### src/rtl/onehot_decode_scan.sv
// Registered SEL_W-to-2^SEL_W one-hot strobe generator with hold, load and
// walking-one scan modes, a per-position dwell timer and a wrap pulse.
module onehot_decode_scan #(
    parameter int SEL_W = 3,
    parameter int DWELL = 1,
    localparam int OUT_W = 1 << SEL_W
) (
    input  logic             clk,
    input  logic             rst_n,
    input  logic             clr,
    input  logic             en,
    input  logic [1:0]       mode,
    input  logic [SEL_W-1:0] sel,
    output logic [OUT_W-1:0] out,
    output logic [SEL_W-1:0] idx,
    output logic             valid,
    output logic             wrap
);

    localparam int CNT_W = ($clog2(DWELL) < 1) ? 1 : $clog2(DWELL);
    localparam logic [CNT_W-1:0] CNT_LAST = CNT_W'(DWELL - 1);
    localparam logic [SEL_W-1:0] IDX_MAX  = '1;

    typedef enum logic [1:0] {
        MODE_HOLD = 2'b00,
        MODE_LOAD = 2'b01,
        MODE_UP   = 2'b10,
        MODE_DOWN = 2'b11
    } mode_e;

    logic [SEL_W-1:0] idx_q, idx_d;
    logic             valid_q, valid_d;
    logic [CNT_W-1:0] cnt_q, cnt_d;
    logic             wrap_q, wrap_d;
    mode_e            mode_s;

    assign mode_s = mode_e'(mode);

    // Counter is shared by both scan directions, so a direction change keeps the dwell.
    always_comb begin
        idx_d   = idx_q;
        valid_d = valid_q;
        cnt_d   = cnt_q;
        wrap_d  = 1'b0;
        if (clr) begin
            idx_d   = '0;
            valid_d = 1'b0;
            cnt_d   = '0;
        end else if (en) begin
            case (mode_s)
                MODE_HOLD: begin
                    cnt_d = '0;
                end
                MODE_LOAD: begin
                    idx_d   = sel;
                    valid_d = 1'b1;
                    cnt_d   = '0;
                end
                MODE_UP, MODE_DOWN: begin
                    if (!valid_q) begin
                        idx_d   = (mode_s == MODE_UP) ? '0 : IDX_MAX;
                        valid_d = 1'b1;
                        cnt_d   = '0;
                    end else if (cnt_q != CNT_LAST) begin
                        cnt_d = cnt_q + CNT_W'(1);
                    end else begin
                        cnt_d = '0;
                        if (mode_s == MODE_UP) begin
                            idx_d  = idx_q + SEL_W'(1);
                            wrap_d = (idx_q == IDX_MAX);
                        end else begin
                            idx_d  = idx_q - SEL_W'(1);
                            wrap_d = (idx_q == '0);
                        end
                    end
                end
                default: begin
                    cnt_d = cnt_q;
                end
            endcase
        end
    end

    always_ff @(posedge clk or negedge rst_n) begin
        if (!rst_n) begin
            idx_q   <= '0;
            valid_q <= 1'b0;
            cnt_q   <= '0;
            wrap_q  <= 1'b0;
        end else begin
            idx_q   <= idx_d;
            valid_q <= valid_d;
            cnt_q   <= cnt_d;
            wrap_q  <= wrap_d;
        end
    end

    // Decoded purely from registers, so out can never disagree with idx/valid.
    always_comb begin
        out = '0;
        if (valid_q) begin
            out[idx_q] = 1'b1;
        end
    end

    assign idx   = idx_q;
    assign valid = valid_q;
    assign wrap  = wrap_q;

endmodule

### config.mk
export PLATFORM = sky130hd
export DESIGN_NAME = onehot_decode_scan
export DESIGN_NICKNAME = d
export VERILOG_FILES = /design/src/rtl/onehot_decode_scan.sv
export SDC_FILE = /design/constraint.sdc
export NUM_CORES = 1
export LEC_CHECK = 0
export BUFFER_PORTS_ARGS = -buffer_cell sky130_fd_sc_hd__buf_2
export CAP_MARGIN = 15
export CORE_AREA = 5 5 42 44
export CTS_BUF_LIST = sky130_fd_sc_hd__clkbuf_4 sky130_fd_sc_hd__clkbuf_8
export DETAILED_ROUTE_END_ITERATION = 8
export DIE_AREA = 0 0 47 49
export PLACE_DENSITY = 0.58
export SLEW_MARGIN = 20
export SYNTH_ARGS = -nofsm -noshare
export SYNTH_HDL_FRONTEND = slang
export SYNTH_SLANG_ARGS = --single-unit
### constraint.sdc
create_clock -name clk -period 2.56 [get_ports clk]
set_input_delay 0.128 -clock clk [delete_from_list [all_inputs] [get_ports clk]]
set_output_delay 0.128 -clock clk [all_outputs]
set_load 0.01 [all_outputs]
==> results of run 1 <==
-- state kept, by name, indices dropped and copies added (netlist names) --
| register | flops |
|---|---|
| wrap | 1 |
| valid | 1 |
| idx | 3 |
-- per-layer routing --
layer  wire (µm)  part of all wire
met1         476              0.43
met2         521              0.47
met4          17             0.015
met5           0                 0
met3          88             0.080
-- cell families (layout without fill, tap and decap cells) --
kind of cell / Yosys count / count (layout) / share of synthesized area
AOI/OAI and AO/OA: 11 / 11 / 0.191
xor gates and xnor gates: 1 / 1 / 0.0219
adders and majority gates: 1 / 1 / 0.0502
buffers and inverters: 8 / 30 / 0.0783
DFF: 5 / 5 / 0.313
and+or+nand+nor: 26 / 26 / 0.345
-- per-stage QoR --
| step | setup slack, ps | hold slack, ps | cells | total power, mW |
|---|---|---|---|---|
| after CTS | 703 | 118 | 90 | 0.262 |
| final | 700 | 129 | 90 | 0.257 |
| after global placement | 780 | -46.0 | 85 | 0.152 |
| after floorplan | 661 | -168 | 52 | 0.130 |
| after global routing | 528 | 142 | 90 | 0.276 |
| after detailed placement | 730 | -52.4 | 85 | 0.153 |
-- power breakdown --
part | total (mW) | switching (mW) | leakage [nW] | internal, mW
sequential | 0.0951 | 0.0111 | 0.0668 | 0.0841
clock | 0.104 | 0.0346 | 0.0184 | 0.0696
combinational | 0.0577 | 0.0312 | 0.182 | 0.0265
-- worst paths after layout --
| path | startpoint | to | slack, ps | depth (start not counted) |
|---|---|---|---|---|
| setup / recovery | idx[0]$_DFFE_PN0P_ | idx[2]$_DFFE_PN0P_ | 700 | 5 |
| setup reg to reg | idx[0]$_DFFE_PN0P_ | idx[2]$_DFFE_PN0P_ | 700 | 5 |
| hold reg to reg | idx[2]$_DFFE_PN0P_ | wrap$_DFF_PN0_ | 650 | 2 |
| min in group asynchronous | rst_n | idx[0]$_DFFE_PN0P_ | 220 | 2 |
| max in group asynchronous | rst_n | idx[2]$_DFFE_PN0P_ | 2210 | 2 |
| hold / removal | clr | valid$_DFFE_PN0P_ | 130 | 2 |
-- area by class of cell --
class                      instances  area (µm²)
clock buffer                       4        30.0
fill                             152         853
tap                               16        20.0
inverter                           4        15.0
multi-input combinational         39         243
sequential                         5         125
timing repair buffer              22         115
-- layout by cell type (no fill, tap or decap), drive strengths merged --
cell type	instances
a2111oi	1
nor2	8
a311o	1
or4	1
or2b	1
nand2b	1
nor2b	2
a22o	2
dfrtp	5
inv	4
nand2	5
xnor2	1
nor3b	1
nor3	3
nand4b	2
nand4	1
o21ai	1
fa	1
a21oi	3
a31oi	3
or3b	1
buf	21
dlygate4sd3	1
clkbuf	4
-- critical path: stages, from the launching register on --
cell and delay (ps):
dfrtp_1 500, inv_1 130, fa_1 440, xnor2_1 150, a2111oi_1 400, a311o_1 180
==> metrics.txt, run 1 <==
Cells after Synth 52; LEAKAGE 0.267 nW; cell taking the most area after synthesis dfrtp_1; CTS Buffer Depth 2; Yosys Warn Count 0; Max-slew headroom 0.782; share of cells above drive strength 1 0.338; remaining routing DRC violations 0; setup TNS 0 ps; Port Buffers 21; cts hold-fix bufs 1; Final #Nets 85; PwrDens 469 nW/µm²; Worst setup EP type register; Row Count 14; Max Clock Skew 0.467 ps; GRT Util Overall 0.110; DR iter-0 viols 8; first drt pass iteration count 6; DIE AREA 2300 µm²; vias per inst 5.23; top-area cell type share of the netlist area 0.313; CTS buffer count 3; top_reg_cell synth dfrtp_1; CTS tree yes; design area 548 µm²; vias in the first global route 431; min Tclk post-route 1860 ps; largest cells by area after synthesis dfrtp_1 31%, nor2_1 7.5%, fa_1 5.0%, a31oi_1 4.7%, nand2_1 4.7%; fraction of the yosys area taken by sequential cells 0.313; Fmax 0.538 GHz; Final Hold Viols 0; area post-placement 508 µm²; Core Region 1400 µm²; grt met2 use 0.161; starting density of the core 0.285; synthesis-stage register bit count 5; Final Max Tran Viols 0; grt total ovfl 0; Synth cell types 23; Synth Cell Area 399 µm²; first-pass GRT wire length 1880 µm; worst-margin pin slew 327 ps; post-CTS sizing 0; Synth async-reset ratio 1.00; met3 GRT Util 0.0332; Worst-Skew Late Latency 240 ps; most frequent cells after synthesis 8 x nor2_1, 5 x dfrtp_1, 5 x nand2_1; VDD IR-drop max 204 µV; critical path type register to register; Worst Path Max Fanout 10; Synth Area per Inst 7.68 µm²; met1 usage 0.149; CP Launch Type register; status completed; unrepaired setup endpoints after global routing no; Layout area overhead 37.3%; Die Y-Extent 49 µm; final RePlAce weighted congestion 0.743; antenna violations before repair 0; final WL 1100 µm; io pins 22; maxcap violations 0; most instantiated library cell after synthesis nor2_1; Final ANT Viol Nets 0; die width 47 µm; # H-tree levels 1; dpl hpwl 851 µm; Post-synth EDFFs 0; Post-CTS Setup Bufs 0; via count 471; Hold Crit Class primary input to register; CP required 2740 ps; CP Data Arrival Time 2040 ps; Most Crowded Layer GR met2; largest net degree at the start of global routing 12; CTS root buffer clkbuf_4; WL/cell 12.3 µm; Finish-stage setup viols 0; Final Util 0.391; Final Cycle Share 0.727; ANT cells 0; clock sink count 5; CTS clk-pin slew, worst paths 40 ps; Post-Syn Nets 62
(Power assumes the default switching activity.)
==> run 2: changes to the inputs <==
Settings changed: ABC_AREA set to 1, PLACE_DENSITY 0.58 to 0.61.
Clock period 2.56 ns to 1.65 ns, I/O delays scaled along.
==> run 2 against run 1 <==
  * Sequential power rose by 49%
  * Critical path type unchanged
  * First-iteration DRC count fell by 13%
  * Highest routed layer unchanged
  * Cell area rose by 6.6%
==> metrics.txt, run 2 <==
CP Launch Type register; Post-synth EDFFs 0; CP required 1790 ps; Fillers 161; Finish-stage setup viols 0; commonest non-fill, non-tap cell in the layout buf_2; top_reg_cell synth dfrtp_1; vias per inst 4.36; starting density of the core 0.294; PwrDens 721 nW/µm²; Fmax 0.701 GHz; top-area cell type share of the netlist area 0.304; most instantiated library cell after synthesis nand2_1; vias in the first global route 408; GRT Util Overall 0.101; ANT cells 0; Synth Area per Inst 6.43 µm²; DIE AREA 2300 µm²; largest net degree at the start of global routing 8; Synth Cell Area 412 µm²; final RePlAce weighted congestion 0.747; clock sink count 5; Worst Path Max Fanout 6; Row Count 14; worst-margin pin slew 210 ps; Port Buffers 21; dpl hpwl 930 µm; antenna violations before repair 0; most frequent cells in the layout 21 x buf_2, 19 x nand2_1, 13 x nor2_1; Post-Syn Nets 74; DR iter-0 viols 7; min Tclk post-route 1430 ps; share of cells above drive strength 1 0.363; WL/cell 10.1 µm; Hold Crit Class primary input to register; Die Y-Extent 49 µm; Worst setup EP type register; Synth async-reset ratio 1.00; CTS clk-pin slew, worst paths 50 ps; fraction of the yosys area taken by sequential cells 0.304; unrepaired setup endpoints after global routing no; Max-slew headroom 0.860; Max Clock Skew 6.50 ps; # H-tree levels 1; final WL 1090 µm; placed cells 102; via count 466; synthesis-stage register bit count 5; Post-CTS Setup Bufs 0; cell taking the most area after synthesis dfrtp_1; remaining routing DRC violations 0; Worst-Skew Late Latency 240 ps; CTS tree yes; setup TNS 0 ps; CTS buffer count 3; CTS Buffer Depth 2; CTS root buffer clkbuf_4; grt total ovfl 0; status completed; Final Max Tran Viols 0; largest cells by area after synthesis dfrtp_1 30%, nand2_1 17%, nor2_1 12%, inv_1 8.2%, nand3_1 6.1%; worst r2r path cells 8; Final Cycle Share 0.865; maxcap violations 0; critical path type register to register; Cells after Synth 64; Final #Nets 102; Largest register FFs 3; final cell count without fillers 107; Synth cell types 14; most frequent cells after synthesis 19 x nand2_1, 13 x nor2_1, 9 x inv_1; Final Hold Viols 0; die width 47 µm; CP Data Arrival Time 1560 ps; LEAKAGE 0.338 nW; Core Region 1400 µm²; first-pass GRT wire length 1660 µm; Layout area overhead 41.9%; first drt pass iteration count 4; WHS Path Cells 2; VDD IR-drop max 323 µV; Yosys Warn Count 0; Final ANT Viol Nets 0; io pins 22; Final Util 0.417
run 2: cell types whose count changed in the layout (fill, tap and decap cells not counted), sizes merged, moves of 4 or more:
cell	previous run	this run
nand2	5	19
inv	4	10
o21ai	1	5
nand3	0	6
nor2	8	14
run 2: what timing repair did:
| item | in CTS | in global routing |
|---|---|---|
| gates resized for setup | 0 | 0 |
| hold buffers | 1 | 0 |
| endpoints found under the hold margin | 5 | 0 |
run 2: cell type report:
type                       count  area, µm²  share of cell area
clock buffer                   4       30.0              0.0514
inverter                      10       37.5              0.0642
multi-input combinational     49        249               0.426
sequential                     5        125               0.214
tap                           16       20.0              0.0343
timing repair buffer          23        123               0.210
run 2: where the power goes:
| part | switching [mW] | total (mW) | internal, mW |
|---|---|---|---|
| Sequential | 0.0100 | 0.142 | 0.132 |
| Combinational | 0.0705 | 0.119 | 0.0482 |
| Clock | 0.0528 | 0.161 | 0.108 |
run 2: path summary, 6_finish.rpt:
check / from / to / slack [ps]
max: idx[0]$_DFFE_PN0P_ / idx[2]$_DFFE_PN0P_ / 220
min: clr / valid$_DFFE_PN0P_ / 90
max reg2reg: idx[0]$_DFFE_PN0P_ / idx[2]$_DFFE_PN0P_ / 220
min reg2reg: idx[0]$_DFFE_PN0P_ / idx[0]$_DFFE_PN0P_ / 580
max in group asynchronous: rst_n / idx[0]$_DFFE_PN0P_ / 1330
min in group asynchronous: rst_n / idx[2]$_DFFE_PN0P_ / 180
run 2: metal layers:
| metal | share of wire | vias up | GRT usage | routed length [µm] |
|---|---|---|---|---|
| li1 | - | 251 | - | - |
| met4 | 0.029 | 0 | 0.0691 | 31 |
| met3 | 0.090 | 4 | 0.0111 | 98 |
| met2 | 0.46 | 19 | 0.149 | 495 |
| met1 | 0.42 | 192 | 0.133 | 459 |
| met5 | 0 | - | 0 | 0 |
run 2: metrics by stage:
| stage | cell area (µm²) | worst slack [ps] | power, mW | hold WS, ps |
|---|---|---|---|---|
| 6_report | 584 | 223 | 0.421 | 93.1 |
| 4_1_cts | 584 | 213 | 0.427 | 100 |
| 5_1_grt | 584 | 117 | 0.452 | 110 |
| 2_1_floorplan | 412 | 230 | 0.212 | -213 |
| 3_3_place_gp | 544 | 250 | 0.260 | -98.8 |
| 3_5_place_dp | 544 | 217 | 0.262 | -94.3 |
run 2: cells by family after synthesis:
family / after synthesis / share of synthesized area
buffers and inverters: 10 / 0.0912
DFF: 5 / 0.304
adders and majority gates: 1 / 0.0486
and+or+nand+nor: 42 / 0.456
AOI/OAI and AO/OA: 6 / 0.100
run 2: critical path, cell delays in order, from the launching register on:
cell and delay [ps]:
dfrtp_1 410, inv_1 110, fa_1 440, nand2_1 100, nand3_1 80, nand2_1 60, nand2_1 40, nand2_1 50
nand2_1 40
